--- src/rtl/regfile_pkg.sv ---
// Shared constants and state encoding for the register-file write arbiter.
package regfile_pkg;

    localparam int NUM_REGS = 4;
    localparam int ADDR_W   = 2;
    localparam int DATA_W   = 32;

    typedef enum logic {
        ST_CLEAR = 1'b0,
        ST_ARB   = 1'b1
    } state_t;

endpackage

--- src/rtl/regfile_write_arbiter_rr_arb2.sv ---
// Two-input round-robin arbiter. The requester that was not granted last
// wins a tie; a lone requester always wins. Purely combinational.
module rr_arb2 (
    input  logic [1:0] valid,
    input  logic       last_grant,
    output logic [1:0] grant
);

    // One-hot grant: ties go to the requester opposite last_grant.
    always_comb begin
        grant    = 2'b00;
        grant[0] = valid[0] & (~valid[1] | last_grant);
        grant[1] = valid[1] & (~valid[0] | ~last_grant);
    end

endmodule

--- src/rtl/regfile_write_arbiter.sv ---
// Owns the single write port of the register file. After reset it optionally
// zero-fills every register, then shares the port between two requesters
// round-robin over a valid/ready handshake. All rf_* outputs are registered.
module regfile_write_arbiter
    import regfile_pkg::*;
#(
    parameter int NUM_REGS       = regfile_pkg::NUM_REGS,
    parameter int ADDR_W         = regfile_pkg::ADDR_W,
    parameter int DATA_W         = regfile_pkg::DATA_W,
    parameter bit CLEAR_ON_RESET = 1'b1
) (
    input  logic              clk,
    input  logic              reset,
    input  logic              req0_valid,
    input  logic [ADDR_W-1:0] req0_addr,
    input  logic [DATA_W-1:0] req0_data,
    output logic              req0_ready,
    input  logic              req1_valid,
    input  logic [ADDR_W-1:0] req1_addr,
    input  logic [DATA_W-1:0] req1_data,
    output logic              req1_ready,
    output logic [ADDR_W-1:0] rf_la,
    output logic [DATA_W-1:0] rf_write_data,
    output logic              rf_reg_write,
    output logic              grant_id,
    output logic              init_done
);

    localparam logic [ADDR_W-1:0] LAST_REG = ADDR_W'(NUM_REGS - 1);

    state_t            state_q;
    logic [ADDR_W-1:0] clr_cnt_q;
    logic              last_grant_q;
    logic [ADDR_W-1:0] rf_la_q;
    logic [DATA_W-1:0] rf_write_data_q;
    logic              rf_reg_write_q;
    logic              grant_id_q;
    logic              init_done_q;

    logic [1:0]        arb_grant;
    logic              arb_active;

    rr_arb2 u_rr_arb2 (
        .valid      ({req1_valid, req0_valid}),
        .last_grant (last_grant_q),
        .grant      (arb_grant)
    );

    // Readys only open once the clear sequence is done and reset is low.
    always_comb begin
        arb_active = (state_q == ST_ARB) && !reset;
        req0_ready = arb_active & arb_grant[0];
        req1_ready = arb_active & arb_grant[1];
    end

    // FSM, clear counter and registered register-file write port.
    always_ff @(posedge clk) begin
        if (reset) begin
            state_q         <= CLEAR_ON_RESET ? ST_CLEAR : ST_ARB;
            clr_cnt_q       <= '0;
            last_grant_q    <= 1'b1;
            rf_reg_write_q  <= 1'b0;
            rf_la_q         <= '0;
            rf_write_data_q <= '0;
            grant_id_q      <= 1'b0;
            init_done_q     <= !CLEAR_ON_RESET;
        end else begin
            case (state_q)
                ST_CLEAR: begin
                    rf_reg_write_q  <= 1'b1;
                    rf_la_q         <= clr_cnt_q;
                    rf_write_data_q <= '0;
                    clr_cnt_q       <= clr_cnt_q + 1'b1;
                    if (clr_cnt_q == LAST_REG) begin
                        state_q     <= ST_ARB;
                        init_done_q <= 1'b1;
                    end
                end
                default: begin
                    if (req0_ready) begin
                        rf_reg_write_q  <= 1'b1;
                        rf_la_q         <= req0_addr;
                        rf_write_data_q <= req0_data;
                        grant_id_q      <= 1'b0;
                        last_grant_q    <= 1'b0;
                    end else if (req1_ready) begin
                        rf_reg_write_q  <= 1'b1;
                        rf_la_q         <= req1_addr;
                        rf_write_data_q <= req1_data;
                        grant_id_q      <= 1'b1;
                        last_grant_q    <= 1'b1;
                    end else begin
                        rf_reg_write_q  <= 1'b0;
                    end
                end
            endcase
        end
    end

    assign rf_la         = rf_la_q;
    assign rf_write_data = rf_write_data_q;
    assign rf_reg_write  = rf_reg_write_q;
    assign grant_id      = grant_id_q;
    assign init_done     = init_done_q;

endmodule

--- config.mk ---
export PLATFORM = sky130hd
export DESIGN_NAME = regfile_write_arbiter
export DESIGN_NICKNAME = d
export VERILOG_FILES = /design/src/rtl/regfile_pkg.sv /design/src/rtl/regfile_write_arbiter_rr_arb2.sv /design/src/rtl/regfile_write_arbiter.sv
export SDC_FILE = /design/constraint.sdc
export NUM_CORES = 1
export LEC_CHECK = 0
export ABC_AREA = 1
export BUFFER_PORTS_ARGS = -buffer_cell sky130_fd_sc_hd__buf_2
export CORE_MARGIN = 4
export CORE_UTILIZATION = 36
export CTS_BUF_LIST = sky130_fd_sc_hd__clkbuf_8 sky130_fd_sc_hd__clkbuf_16
export CTS_CLUSTER_DIAMETER = 120
export DETAILED_ROUTE_END_ITERATION = 12
export PLACE_DENSITY = 0.78
export SLEW_MARGIN = 0
export SYNTH_ARGS = -nofsm -noshare
export SYNTH_HDL_FRONTEND = slang
export SYNTH_HIERARCHICAL = 1
export SYNTH_SLANG_ARGS = --single-unit
--- constraint.sdc ---
create_clock -name clk -period 1.4 [get_ports clk]
set_input_delay 0.07 -clock clk [delete_from_list [all_inputs] [get_ports clk]]
set_output_delay 0.07 -clock clk [all_outputs]
set_load 0.03 [all_outputs]
==> impl_metrics.csv <==
group,metric,value,unit
timing,clock_skew,0.005664,ns
setup_path,path_buf_inv,4,
synth,syn_area,1813,sq um
floorplan,coreArea,4786,sq um
global_routing,grtUsageTotal,17.96,%
floorplan,rows,25,
floorplan,die_h,78.97,um
power_and_ir_drop,p_leak,1.278,nW
layout,antenna_cells,0,
layout,nFillCells,464,
power_and_ir_drop,powerDensity,1001,nW/um^2
synth,syn-num-nets,307,
floorplan,num_io_pins,111,
detailed_routing,drt_wl_total,5947,um
timing,setup_viol,0,
detailed_routing,drc,0,
global_routing,grt_overflow,0,
detailed_routing,vias_per_cell,4.879,
detailed_routing,antenna_left,0,
synth,ys_seq_area_share,45.27,%
layout,drive_above_1_share,43.65,%
setup_path,rrSetupSlack,0.07,ns
detailed_routing,num_vias,2093,
floorplan,die_area,6235,sq um
timing,setup_slack,0.06727,ns
detailed_routing,drtIter0Drc,82,
setup_path,cp_slowest_cell,"dfxtp_2",
synth,synth_cells,234,
floorplan,die_w,78.97,um
clock_tree,cts_tree,"built",
detailed_routing,detail_route.wl_per_cell,13.86,um
worst_hold_path,holdPathEnd,"rf_write_data[30]",
clock_tree,cts_buffer_depth,2,
timing,grt_setup_unrepaired,"true",
placed_design,dp.final_hpwl,4128,um
setup_path,crit_type,"flip-flop to flip-flop",
setup_path,r2r-end,"rf_write_data[3]",
global_routing,grt_max_degree,22,
timing,hold_viol_final,0,
setup_path,path_max_fanout,10,
placed_design,dp_slack,0.04117,ns
placed_design,routabilityCongestion,0.7909,
timing,fmax,750.3,MHz
clock_tree,htreeDepth,2,
layout,seqCellArea,823.3,sq um
layout,final_nets,434,
layout,final_core_util,58.01,%
setup_path,path_delay_family,"buffers and inverters",
synth,synth.area.top_cells,"dfxtp_1 (45%), nand2_1 (16%), a31oi_1 (11%)",
worst_hold_path,min_from,"req0_data[30]",
clock_tree,clk-insertion-delay-late,0.29,ns
outcome,status,"finished, final reports clean",
power_and_ir_drop,peakVddDrop,0.4229,mV
layout,areaGrowthSynthToFinish,53.14,%
synth,ys_warn_count,6,
detailed_routing,first_pass_iters,4,
setup_path,crit_chain,"inv_2, a21oi_4, buf_4, o21ai_4, buf_12, buf_8, nand2_1, a31oi_1",
timing,drv_slew,0,
setup_path,slowest_delay,0.34,ns
flow_run,cap_violations,0,
setup_path,crit_required,1.62,ns
synth,synth_seq_cells,41,
clock_tree,hold_buffers,0,
setup_path,critPathCaptureType,"flip-flop",
global_routing,antenna_found_initial,0,
clock_tree,clockRootBuffer,"clkbuf_8",
power_and_ir_drop,finalPower,0.002778,W
clock_tree,cts_sinks,41,
placed_design,dpl.cell_count,411,
timing,finalCritPeriodShare,95.19,%
setup_path,critPathArrivalTime,1.56,ns
layout,multi_input_area,843.3,sq um
synth,synthDominantCellAreaShare,45.27,%
synth,yosys.area.top_type,"dfxtp_1",
setup_path,reg2reg_depth,8,
floorplan,start_util,37.88,%
setup_path,r2r_start,"last_grant_q",
placed_design,io_buffers,110,
worst_hold_path,whs_path_depth,3,
layout,final_cell_mix,"buf_2 (108), nand2_1 (76), dfxtp_1 (39)",
clock_tree,clkTransAtPathRegs,0.08,ns
global_routing,grt_first_pass_wirelength,8832,um
global_routing,grt_pass1_vias,1878,
setup_path,worstSetupStartpointType,"flip-flop",
layout,final_common_cell,"buf_2",
timing,relSlewSlack,84.08,%
worst_hold_path,hp-class,"input pin to flip-flop",
clock_tree,cts_buffers,5,
timing,period_minus_slack,1.333,ns
layout,instances_no_fill,429,
synth,synth.distinct_cells,26,
synth,syn_avg_cell_area,7.748,sq um
timing,tightest_slew,0.2389,ns
-- stage by stage --
stage          cell area (sq um)  setup TNS (ns)  hold WS [ns]
2_1_floorplan               1813               0        0.1391
3_3_place_gp                2474               0        0.3410
3_5_place_dp                2474               0        0.3481
4_1_cts                     2660               0       0.02630
5_1_grt                     2776        -0.01687       0.03015
6_report                    2776               0       0.03596
-- registers in the layout, indices dropped and copies added, names as in the netlist --
register       cells
rf_write_data     32
clr_cnt_q          2
grant_id           1
rf_reg_write       1
init_done          1
state_q            1
rf_la              2
last_grant_q       1
-- kinds of logic (layout without fill, tap and decap cells) --
family	after synthesis	in the layout	synth area share (%)
AO/OA/AOI/OAI	42	42	15.25
buffers and inverters	28	156	8.626
flip-flops	41	41	45.27
adder cells (fa/ha/maj)	1	1	0.6900
AND/OR/NAND/NOR	122	122	30.16
-- per-layer routing --
metal,share of wire (%),vias to the layer above,track usage (%)
met5,0,-,0
met2,50,86,30.13
met3,7.8,8,5.556
met1,41,949,22.23
li1,-,1050,-
met4,1.3,0,4.811
-- synth_stat cells --
library cell   n
nand2_4        1
nor2_8         1
nor2_2         1
a21boi_2       1
nand3_1       35
o21ai_4        1
clkinv_1       1
nand4_1        2
a21oi_2        1
buf_2          4
nand3_4        1
buf_4          9
inv_2          1
nor2_1         5
o21ai_0        3
buf_6          1
clkbuf_1       2
o31ai_1        1
o211ai_1       1
a31oi_1       32
ha_1           1
nand2_1       76
inv_1          8
inv_4          2
a21oi_1        2
dfxtp_1       41
-- layout make-up --
class | count | area share (%)
Multi-Input combinational cell | 165 | 30.37
Timing Repair Buffer | 135 | 29.92
Sequential cell | 41 | 29.65
Tap cell | 67 | 3.019
Clock buffer | 5 | 2.479
Clock inverter | 3 | 2.343
Inverter | 12 | 1.983
Timing Repair inverter | 1 | 0.2253
-- worst min-delay path, stage by stage --
cell and delay (ns):
buf_2 0.09, nand2_1 0.05, a31oi_1 0.07
-- repair_timing --
| item | 4_1_cts | 5_1_grt |
|---|---|---|
| resized for setup | 10 | 11 |
| setup endpoints to repair | 2 | 31 |
| gates cloned | 1 | 1 |
| setup buffers | 3 | 5 |
| pin swaps | 4 | 16 |
-- worst max path at each step --
stage,startpoint,end,slack (ns),depth (start not counted)
CTS,last_grant_q,req0_ready,0.001,5
detailed placement,last_grant_q,rf_write_data[14],0.04,7
global placement,last_grant_q,rf_write_data[16],0.08,7
global route,last_grant_q,rf_la[0],-0.02,10
finish,last_grant_q,rf_write_data[3],0.07,8
floorplan,last_grant_q,rf_write_data[0],0.12,7
-- power by group --
| part | total, W | internal (W) | switching (W) |
|---|---|---|---|
| Clock | 0.00112 | 0.000708 | 0.000413 |
| Combinational | 0.000423 | 0.000194 | 0.000230 |
| Sequential | 0.00123 | 0.00120 | 0.0000296 |
| Total | 0.00278 | 0.00211 | 0.000672 |
Note: power is estimated with default switching activity, not from simulation.
